==> src/rtl/seg_scan_ctrl.sv <==
// Scan controller for an 8-digit hex display: steps one nibble per refresh slot
// and swaps in a newly loaded value only on frame boundaries.
module seg_scan_ctrl #(
    parameter int REFRESH_DIV = 100000
) (
    input  logic        clk,
    input  logic        rst_n,
    input  logic        load_valid,
    input  logic [31:0] load_data,
    output logic        load_ready,
    input  logic [7:0]  digit_en,
    output logic [3:0]  nibble,
    output logic [2:0]  sel,
    output logic        blank,
    output logic        frame_start
);

    localparam int DIGITS = 8;
    localparam int PW = (REFRESH_DIV > 1) ? $clog2(REFRESH_DIV) : 1;
    localparam logic [PW-1:0] PRESC_LAST = PW'(REFRESH_DIV - 1);
    localparam logic [2:0] SEL_LAST = 3'(DIGITS - 1);

    logic [PW-1:0] presc_q, presc_d;
    logic [2:0]    sel_q, sel_d;
    logic [31:0]   active_q, active_d;
    logic [31:0]   pending_q, pending_d;
    logic          pend_valid_q, pend_valid_d;
    logic          load_ready_q, load_ready_d;
    logic [3:0]    nibble_q, nibble_d;
    logic          frame_start_q, frame_start_d;
    logic          tick_s, boundary_s, commit_s, xfer_s;

    // Next-state: prescaler/sel stepping, handshake capture and frame-aligned commit.
    always_comb begin
        tick_s     = (presc_q == PRESC_LAST);
        boundary_s = tick_s && (sel_q == SEL_LAST);
        commit_s   = boundary_s && pend_valid_q;
        xfer_s     = load_valid && load_ready_q;

        presc_d = tick_s ? {PW{1'b0}} : presc_q + {{(PW-1){1'b0}}, 1'b1};
        sel_d   = tick_s ? sel_q + 3'd1 : sel_q;

        active_d  = commit_s ? pending_q : active_q;
        pending_d = xfer_s ? load_data : pending_q;

        // Transfer and commit are mutually exclusive: a transfer needs pending empty.
        if (commit_s) begin
            pend_valid_d = 1'b0;
        end else if (xfer_s) begin
            pend_valid_d = 1'b1;
        end else begin
            pend_valid_d = pend_valid_q;
        end

        load_ready_d  = ~pend_valid_d;
        nibble_d      = active_d[{sel_d, 2'b00} +: 4];
        frame_start_d = boundary_s;
    end

    // State and registered outputs.
    always_ff @(posedge clk or negedge rst_n) begin
        if (!rst_n) begin
            presc_q       <= {PW{1'b0}};
            sel_q         <= 3'd0;
            active_q      <= 32'h0000_0000;
            pending_q     <= 32'h0000_0000;
            pend_valid_q  <= 1'b0;
            load_ready_q  <= 1'b1;
            nibble_q      <= 4'h0;
            frame_start_q <= 1'b0;
        end else begin
            presc_q       <= presc_d;
            sel_q         <= sel_d;
            active_q      <= active_d;
            pending_q     <= pending_d;
            pend_valid_q  <= pend_valid_d;
            load_ready_q  <= load_ready_d;
            nibble_q      <= nibble_d;
            frame_start_q <= frame_start_d;
        end
    end

    assign load_ready  = load_ready_q;
    assign nibble      = nibble_q;
    assign sel         = sel_q;
    assign frame_start = frame_start_q;
    assign blank       = ~digit_en[sel_q];

endmodule
==> config.mk <==
export PLATFORM = sky130hd
export DESIGN_NAME = seg_scan_ctrl
export DESIGN_NICKNAME = d
export VERILOG_FILES = /design/src/rtl/seg_scan_ctrl.sv
export SDC_FILE = /design/constraint.sdc
export NUM_CORES = 1
export LEC_CHECK = 0
export BUFFER_PORTS_ARGS = -buffer_cell sky130_fd_sc_hd__buf_2
export CORE_MARGIN = 3
export CORE_UTILIZATION = 34
export DETAILED_ROUTE_END_ITERATION = 12
export PLACE_DENSITY_LB_ADDON = 0.05
export SYNTH_ARGS = -nofsm -noshare
export SYNTH_HDL_FRONTEND = slang
export SYNTH_SLANG_ARGS = --single-unit
==> constraint.sdc <==
create_clock -name clk -period 3.2 [get_ports clk]
set_input_delay 0.16 -clock clk [delete_from_list [all_inputs] [get_ports clk]]
set_output_delay 0.16 -clock clk [all_outputs]
set_load 0.1 [all_outputs]
==> results.cfg, run 1 <==
[outcome]
status = complete, no violations

[drt]
iter_0_drt_violations = 114
antenna_violating_nets_post_route = 0
routedWlPerCell_um = 16.5
route.detailed.drc = 0
drt_wl_total_um = 9560
drt-vias-per-instance = 4.89
drt_pre_antenna_iters = 4
dr_total_vias = 2838

[sta]
finalWorstSetupSlack_ns = 0.436
relSlewSlack = 0.617
timing.final.hold_violations = 0
final.period_utilization = 0.864
timing.fmax_mhz = 362
grt_setup_unrepaired = false
final.min_clock_period_ns = 2.76
setup_viol = 0
setup_tns_ns = 0
max_slew.worst_pin.slew_ns = 0.569
final.setup_skew_ns = 0.00508
final_max_slew_viol_count = 0

[setup_path]
startpoint_type = flip-flop
timing_worst_setup_path_type = reg -> reg
worstSetupPathDepth = 5
ff2ff_setup_slack_ns = 0.44
path_buf_inv = 1
worstSetupEndpointType = flip-flop
rr_worst_depth = 5
cpLargestDelayFamily = simple AND/OR/NAND/NOR gates
worstPathMaxFanout = 25
worstSetupEndpoint = active_q[19]
arrival_time_reported_for_the_critical_path_endpoint_ns = 3.00
timing.rr.start = presc_q[5]
critical_path.slowest_cell = sky130_fd_sc_hd__or4_4
max_stage_delay_ns = 0.69
crit_chain = or4b_4 > or4_4 > or2_2 > buf_4 > mux2_4
crit-reg2reg-capture = active_q[19]
crit_required_ns = 3.43
critical_path.startpoint = presc_q[5]

[power_and_ir_drop]
power.leakage_nw = 2.57
worst_ir_drop_vdd_uv = 430
p_total_w = 0.00289
p_per_area_mw_per_mm2 = 543

[synthesis]
synth.ff_latch_count = 91
synth_edf_count = 0
yosysWarnings = 0
synthTopCellsByArea = sky130_fd_sc_hd__dfrtp_1, sky130_fd_sc_hd__mux2_2, sky130_fd_sc_hd__mux2_4
synth_ff_type = sky130_fd_sc_hd__dfrtp_1
synth_top_area_frac = 0.500
post-synth-top-area-cell = sky130_fd_sc_hd__dfrtp_1
synth.lib_cells_used.distinct = 39
async_flop_share = 1.00
yosysMostFrequentCell = sky130_fd_sc_hd__dfrtp_1
postSynthCellCount = 350
synthesis.area_per_instance_um2 = 12.9
syn_nets = 396
synth_cell_count_leaders = sky130_fd_sc_hd__dfrtp_1, sky130_fd_sc_hd__mux2_2, sky130_fd_sc_hd__mux2_4
synth.yosys.seq_area_share = 0.506
mappedNetlistArea_mm2 = 0.00451

[grt]
maximum_number_of_pins_on_one_net_before_global_route_repair = 54
globalRouteTotalUtil = 0.140
grt_pass1_wl_um = 15800
number_of_antenna_violations_at_the_first_check_in_global_routing = 0
grt-ovfl-total = 0
via_count_of_the_first_global_routing_pass = 2941

[clock_network]
post_cts.resized_instances = 0
cts_hold_buf = 1
cts.sinks = 91
tritoncts.num_buffers = 9
clock_latency_ns = 0.35
post_cts_buffers = 0
cts.reportedPaths.clkPinSlew_ns = 0.07
cts-root-to-sink-buffers = 2
cts.htree.levels = 3
cts_tree = done
cts_root_buf = sky130_fd_sc_hd__clkbuf_16

[placement]
detailed_place.area_mm2 = 0.00498
placement.setup.worst_slack_ns = 0.445
io_buffer_count = 52
place_congestion = 0.748
detailedPlacementHpwl_um = 6510

[die]
initial_core_util = 0.353
die_w_um = 121
chipHeight_um = 121
area_enclosed_by_the_die_boundary_mm2 = 0.0147
core_area_mm2 = 0.0128
design.portCount = 53
row_count = 41

[cells_and_area]
finish.utilization = 0.417
final_layout_size_suffix_gt1_frac = 0.390
finish.instance_area_mm2 = 0.00532
nNetsFinal = 449
antenna_cells = 0
layout-area-overhead-vs-synth_pct = 18.1

[worst_hold_path]
min_path_type = in -> reg

[run]
number_of_violations_of_the_max_capacitance_limit = 0
## routing by layer
layer,track usage,wire length (um),vias up
li1,-,-,1394
met1,0.196,4860,1392
met2,0.209,4240,44
met3,0.0359,320,8
met4,0.0531,134,0
met5,0,0,-
## layout make-up
cell class                 instances  area (um^2)
fill                            1249         7450
sequential                        91         2280
multi-input combinational        235         2120
timing repair buffer              62          365
clock buffer                      12          256
tap                              172          215
clock inverter                     4         72.6
inverter                           4         15.0
## through the flow
stage	cells	hold slack [ns]
after floorplan	350	-0.136
after global placement	563	0.173
after detailed placement	563	0.186
after CTS	580	0.0265
after global routing	580	0.0273
final	580	0.0405
## power by group
group	leakage (nW)	switching (W)	internal, W	total, W
Clock	0.159	0.000444	0.000726	0.00117
Sequential	1.18	0.000145	0.00132	0.00147
Combinational	1.23	0.0000876	0.000168	0.000255
## state kept, by name, summed over array words and instances (netlist names)
signal        flops
pend_valid_q      1
frame_start       1
sel               3
pending_q        32
active_q         32
nibble            4
load_ready        1
presc_q          17
## cell families (layout without fill, tap and decap cells)
family	count (synthesis)	in the layout	synth area share
muxes	91	91	0.267
xor gates and xnor gates	16	16	0.0311
adders and majority gates	3	3	0.00833
buffers and inverters	24	82	0.0283
and+or+nand+nor	83	83	0.0947
DFF	91	91	0.506
AOI/OAI and AO/OA	42	42	0.0644
## worst min-delay path by stage
stage | cells past startpoint | slack, ns | end | from
3_3_place_gp | 1 | 0.17 | presc_q[8] | rst_n
6_report | 2 | 0.04 | pending_q[9] | load_data[9]
5_1_grt | 2 | 0.03 | pending_q[15] | load_data[15]
4_1_cts | 2 | 0.03 | pending_q[3] | load_data[3]
3_5_place_dp | 1 | 0.19 | presc_q[16] | rst_n
2_1_floorplan | 0 | -0.14 | active_q[0] | rst_n
## placed cells by master, fill, tap and decap left out, drive strengths merged, types with 3 or more instances in the layout
master	n
dfrtp	90
mux2	68
buf	61
nand2	22
nor2	18
mux2i	15
o21ai	13
clkbuf	12
o221ai	10
nand4	9
xnor2	9
mux4	8
nor3	8
a211oi	7
xor2	7
a21oi	5
and2	5
nand3	5
nor2b	4
inv	4
o311ai	3
ha	3
Power figures use the tool's default switching activity.
==> run 2, diff against run 1 <==
clock period = 2.8 ns   (was 3.2 ns; I/O delays follow)
==> run 2 against run 1 <==
Net effect: sequential share of layout area is 0.46 points higher; count of clock-buffer cells in the layout is 1 higher; combinational power is 15% higher; clock power is 6% lower; first-iteration DRC count is 23% higher; register-to-register slack worse by 0.20 ns; hold slack worse by 0.025 ns; non-clock buffer count is 3 higher; fmax is 7.7% higher; wire length is 1.8% higher; sequential cell count stayed put; critical endpoint is now nibble[3]; highest routed layer unchanged.
==> results.cfg, run 2 (same netlist as run 1, synthesis figures left out) <==
[outcome]
status = complete, no violations

[power_and_ir_drop]
p_per_area_mw_per_mm2 = 582
worst_ir_drop_vdd_uv = 379
power.leakage_nw = 2.54

[clock_network]
tritoncts.num_buffers = 9
cts_hold_buf = 1
cts-root-to-sink-buffers = 2
post_cts_buffers = 0
clock_latency_ns = 0.35
cts.sinks = 91
cts_tree = done
cts.htree.levels = 3
cts_root_buf = sky130_fd_sc_hd__clkbuf_16
post_cts.resized_instances = 0
cts.reportedPaths.clkPinSlew_ns = 0.06

[sta]
grt_setup_unrepaired = false
final.period_utilization = 0.916
final.min_clock_period_ns = 2.57
max_slew.worst_pin.slew_ns = 0.633
final.setup_skew_ns = 0.00694
relSlewSlack = 0.578
final_max_slew_viol_count = 0
hold-worst-slack_ns = 0.0159
timing.final.hold_violations = 0
finalWorstSetupSlack_ns = 0.234
timing.fmax_mhz = 390
setup_tns_ns = 0
setup_viol = 0

[placement]
io_buffer_count = 52
placement.setup.worst_slack_ns = 0.254
detailedPlacementHpwl_um = 6550
place_congestion = 0.774

[cells_and_area]
largest_registers = active_q (32), pending_q (32), presc_q (17)
layout_commonest_cell = sky130_fd_sc_hd__dfrtp_1
antenna_cells = 0
fillers = 1221
nNetsFinal = 452
final_layout_size_suffix_gt1_frac = 0.385
layout-area-overhead-vs-synth_pct = 16.9
mostFrequentLayoutCells = sky130_fd_sc_hd__dfrtp_1, sky130_fd_sc_hd__buf_2, sky130_fd_sc_hd__mux2_2, sky130_fd_sc_hd__mux2_4, sky130_fd_sc_hd__nand2_1

[grt]
grt_pass1_wl_um = 16300
maximum_number_of_pins_on_one_net_before_global_route_repair = 49
globalRouteTotalUtil = 0.145
number_of_antenna_violations_at_the_first_check_in_global_routing = 0
via_count_of_the_first_global_routing_pass = 3014
grt-ovfl-total = 0

[worst_hold_path]
min_path_type = in -> reg
worst_hold_path.endpoint = pending_q[9]
hold_depth = 2
hold_start = load_data[9]

[drt]
drt_wl_total_um = 9720
route.detailed.drc = 0
dr_total_vias = 2918
drt-vias-per-instance = 5.03
antenna_violating_nets_post_route = 0
iter_0_drt_violations = 140
routedWlPerCell_um = 16.8
drt_pre_antenna_iters = 4

[die]
chipHeight_um = 121
die_w_um = 121
core_area_mm2 = 0.0128
area_enclosed_by_the_die_boundary_mm2 = 0.0147
design.portCount = 53
row_count = 41
initial_core_util = 0.353

[setup_path]
crit-reg2reg-capture = nibble[3]
critical_path.slowest_cell = sky130_fd_sc_hd__or4b_4
startpoint_type = flip-flop
timing.rr.start = presc_q[5]
max_stage_delay_ns = 0.57
ff2ff_setup_slack_ns = 0.23
timing_worst_setup_path_type = reg -> reg
rr_worst_depth = 7
worstPathMaxFanout = 17
crit_chain = or4b_4 > nor4_2 > buf_12 > mux2i_1 > buf_4 > o221ai_1 > nand4_1
worstSetupEndpointType = flip-flop
arrival_time_reported_for_the_critical_path_endpoint_ns = 2.75
crit_required_ns = 2.99

[run]
number_of_violations_of_the_max_capacitance_limit = 0
run 2: critical path: cells and delay by family, from the launching register on:
kind | cells | cell delay, ns
AO/OA/AOI/OAI | 1 | 0.24
buffers and inverters | 2 | 0.43
flip-flops | 1 | 0.43
AND/OR/NAND/NOR | 3 | 1.22
multiplexers | 1 | 0.08
run 2: power by group:
group / total [W] / internal (W) / leakage, nW / switching [W]
clock network: 0.00110 / 0.000612 / 0.122 / 0.000483
logic: 0.000292 / 0.000192 / 1.24 / 0.000100
registers: 0.00168 / 0.00151 / 1.18 / 0.000166
run 2: layer usage:
metal / GRT usage / routed length (um) / vias up
met5: 0 / 0 / -
met2: 0.224 / 4420 / 52
li1: - / - / 1401
met3: 0.0448 / 358 / 6
met1: 0.199 / 4830 / 1459
met4: 0.0397 / 114 / 0
run 2: worst max-delay path by stage:
stage / start / endpoint / slack [ns] / depth (start not counted)
floorplan: sel[0] / blank / 0.1 / 4
finish: presc_q[5] / nibble[3] / 0.23 / 7
CTS: presc_q[5] / active_q[18] / 0.24 / 5
detailed placement: presc_q[5] / nibble[3] / 0.25 / 7
global route: presc_q[6] / nibble[0] / 0.12 / 7
global placement: presc_q[5] / nibble[3] / 0.23 / 7
run 2: area by class of cell:
cell class | count | area (um^2) | share of cell area
multi-input combinational | 235 | 2120 | 0.402
inverter | 4 | 15.0 | 0.00285
tap | 172 | 215 | 0.0409
clock buffer | 13 | 250 | 0.0475
sequential | 91 | 2280 | 0.433
timing repair buffer | 65 | 388 | 0.0737
run 2: per-stage QoR:
stage               area [um^2]  instances  total power, W  utilization
floorplan                  4520        350         0.00185            -
global placement           5010        566         0.00200        0.392
detailed placement         5010        566         0.00200        0.392
CTS                        5270        580         0.00312        0.412
global route               5270        580         0.00322        0.412
finish                     5270        580         0.00306        0.412
==> run 3, diff against run 2 <==
clock period = 2.58 ns   (was 2.8 ns; I/O delays follow)
==> run 3 against run 2 <==
Net effect: critical path depth decreased by 2; die area unchanged; critical endpoint is now active_q[18]; wire length grew 1.3%; first-iteration DRC count increased by 7.9%; critical path type unchanged; largest power group unchanged; combinational power grew 9.9%.
==> results.cfg, run 3 (same netlist as run 1, synthesis figures left out) <==
[die]
initial_core_util = 0.353
design.portCount = 53
area_enclosed_by_the_die_boundary_mm2 = 0.0147
core_area_mm2 = 0.0128
die_w_um = 121
chipHeight_um = 121
row_count = 41

[cells_and_area]
antenna_cells = 0
layout_commonest_cell = sky130_fd_sc_hd__dfrtp_1
finish.utilization = 0.423
layout-area-overhead-vs-synth_pct = 20.0
largest_registers = active_q (32), pending_q (32), presc_q (17)
mostFrequentLayoutCells = sky130_fd_sc_hd__dfrtp_1, sky130_fd_sc_hd__buf_2, sky130_fd_sc_hd__mux2_2, sky130_fd_sc_hd__mux2_4, sky130_fd_sc_hd__nand2_1
final_layout_size_suffix_gt1_frac = 0.397
fillers = 1213
nNetsFinal = 459

[grt]
grt-ovfl-total = 0
grt_pass1_wl_um = 16500
number_of_antenna_violations_at_the_first_check_in_global_routing = 0
via_count_of_the_first_global_routing_pass = 3113
globalRouteTotalUtil = 0.147
maximum_number_of_pins_on_one_net_before_global_route_repair = 49

[setup_path]
cpLargestDelayFamily = simple AND/OR/NAND/NOR gates
arrival_time_reported_for_the_critical_path_endpoint_ns = 2.72
crit_required_ns = 2.80
critical_path.startpoint = presc_q[12]
path_buf_inv = 1
ff2ff_setup_slack_ns = 0.09
worstSetupEndpointType = flip-flop
critical_path.slowest_cell = sky130_fd_sc_hd__or4b_4
crit_chain = or4b_4 > or4_4 > or2_2 > buf_12 > mux2_4
timing_worst_setup_path_type = reg -> reg
worstPathMaxFanout = 32
timing.rr.start = presc_q[12]
startpoint_type = flip-flop
max_stage_delay_ns = 0.58

[power_and_ir_drop]
p_per_area_mw_per_mm2 = 650
worst_ir_drop_vdd_uv = 404
power.leakage_nw = 2.61
p_total_w = 0.00352

[clock_network]
cts_tree = done
post_cts_buffers = 0
cts-root-to-sink-buffers = 2
tritoncts.num_buffers = 9
cts.sinks = 91
clock_latency_ns = 0.35
cts.htree.levels = 3
cts.reportedPaths.clkPinSlew_ns = 0.07
cts_root_buf = sky130_fd_sc_hd__clkbuf_16

[sta]
final_max_slew_viol_count = 0
relSlewSlack = 0.593
setup_viol = 0
max_slew.worst_pin.slew_ns = 0.611
final.period_utilization = 0.966
grt_setup_unrepaired = false
timing.final.hold_violations = 0
timing.fmax_mhz = 401
setup_tns_ns = 0
final.setup_skew_ns = 0.0113
final.min_clock_period_ns = 2.49

[worst_hold_path]
hold_start = load_data[25]
min_path_type = in -> reg

[drt]
drt-vias-per-instance = 5.03
drt_pre_antenna_iters = 4
iter_0_drt_violations = 151
route.detailed.drc = 0
antenna_violating_nets_post_route = 0
routedWlPerCell_um = 16.7
drt_wl_total_um = 9850
dr_total_vias = 2967

[placement]
detailedPlacementHpwl_um = 6650
io_buffer_count = 52
place_congestion = 0.720

[outcome]
status = complete, no violations

[run]
number_of_violations_of_the_max_capacitance_limit = 0
[run 3: changes by cell type in the layout (fill, tap and decap cells not counted), sizes merged]
cell | before | now
dlygate4sd3 | 1 | 4
buf | 64 | 68
clkinv | 0 | 1
bufinv | 0 | 2
[run 3: final cells by class]
| cell class | count | area, um^2 | share of cell area |
|---|---|---|---|
| sequential | 91 | 2280 | 0.422 |
| multi-input combinational | 235 | 2120 | 0.393 |
| timing repair buffer | 72 | 464 | 0.0858 |
| clock buffer | 13 | 240 | 0.0444 |
| tap | 172 | 215 | 0.0398 |
| clock inverter | 3 | 65.1 | 0.0120 |
| inverter | 4 | 15.0 | 0.00278 |
[run 3: timing repair]
item                       CTS  global route
setup endpoints to repair    1            19
hold endpoints to repair    46             0
hold buffers                 4             0
pin swaps                    0             0
cloned                       0             0
gates resized for setup      1             3
[run 3: power breakdown]
group          internal (W)  total [W]  switching, W
Combinational      0.000211   0.000321      0.000110
Clock              0.000849    0.00138      0.000527
Sequential          0.00164    0.00182      0.000180
[run 3: path summary, 6_finish.rpt]
path | depth (start not counted) | to
min in group asynchronous | 2 | presc_q[1]
min | 2 | pending_q[25]
max reg2reg | 5 | active_q[18]
min reg2reg | 1 | presc_q[0]
max in group asynchronous | 3 | active_q[24]
max | 5 | active_q[18]
[run 3: worst reg2reg max path, stage by stage (launching register included)]
cell	delay (ns)
sky130_fd_sc_hd__dfrtp_1	0.42
sky130_fd_sc_hd__or4b_4	0.58
sky130_fd_sc_hd__or4_4	0.50
sky130_fd_sc_hd__or2_2	0.34
sky130_fd_sc_hd__buf_12	0.21
sky130_fd_sc_hd__mux2_4	0.33
[run 3: layer usage]
metal  up-vias  share of wire  track usage
met2        56           0.45        0.226
met4         0          0.016       0.0517
met1      1484           0.50        0.200
met3        13          0.039       0.0415
met5         -              0            0
li1       1414              -            -
[run 3: through the flow]
stage,worst slack [ns],cell area (um^2),hold slack [ns],instances
finish,0.0884,5410,0.0152,590
CTS,0.0397,5400,0.000350,590
global placement,0.0429,5050,0.183,570
global route,0.0442,5410,0.00245,590
floorplan,-0.00524,4520,-0.167,350
detailed placement,0.0524,5050,0.181,570
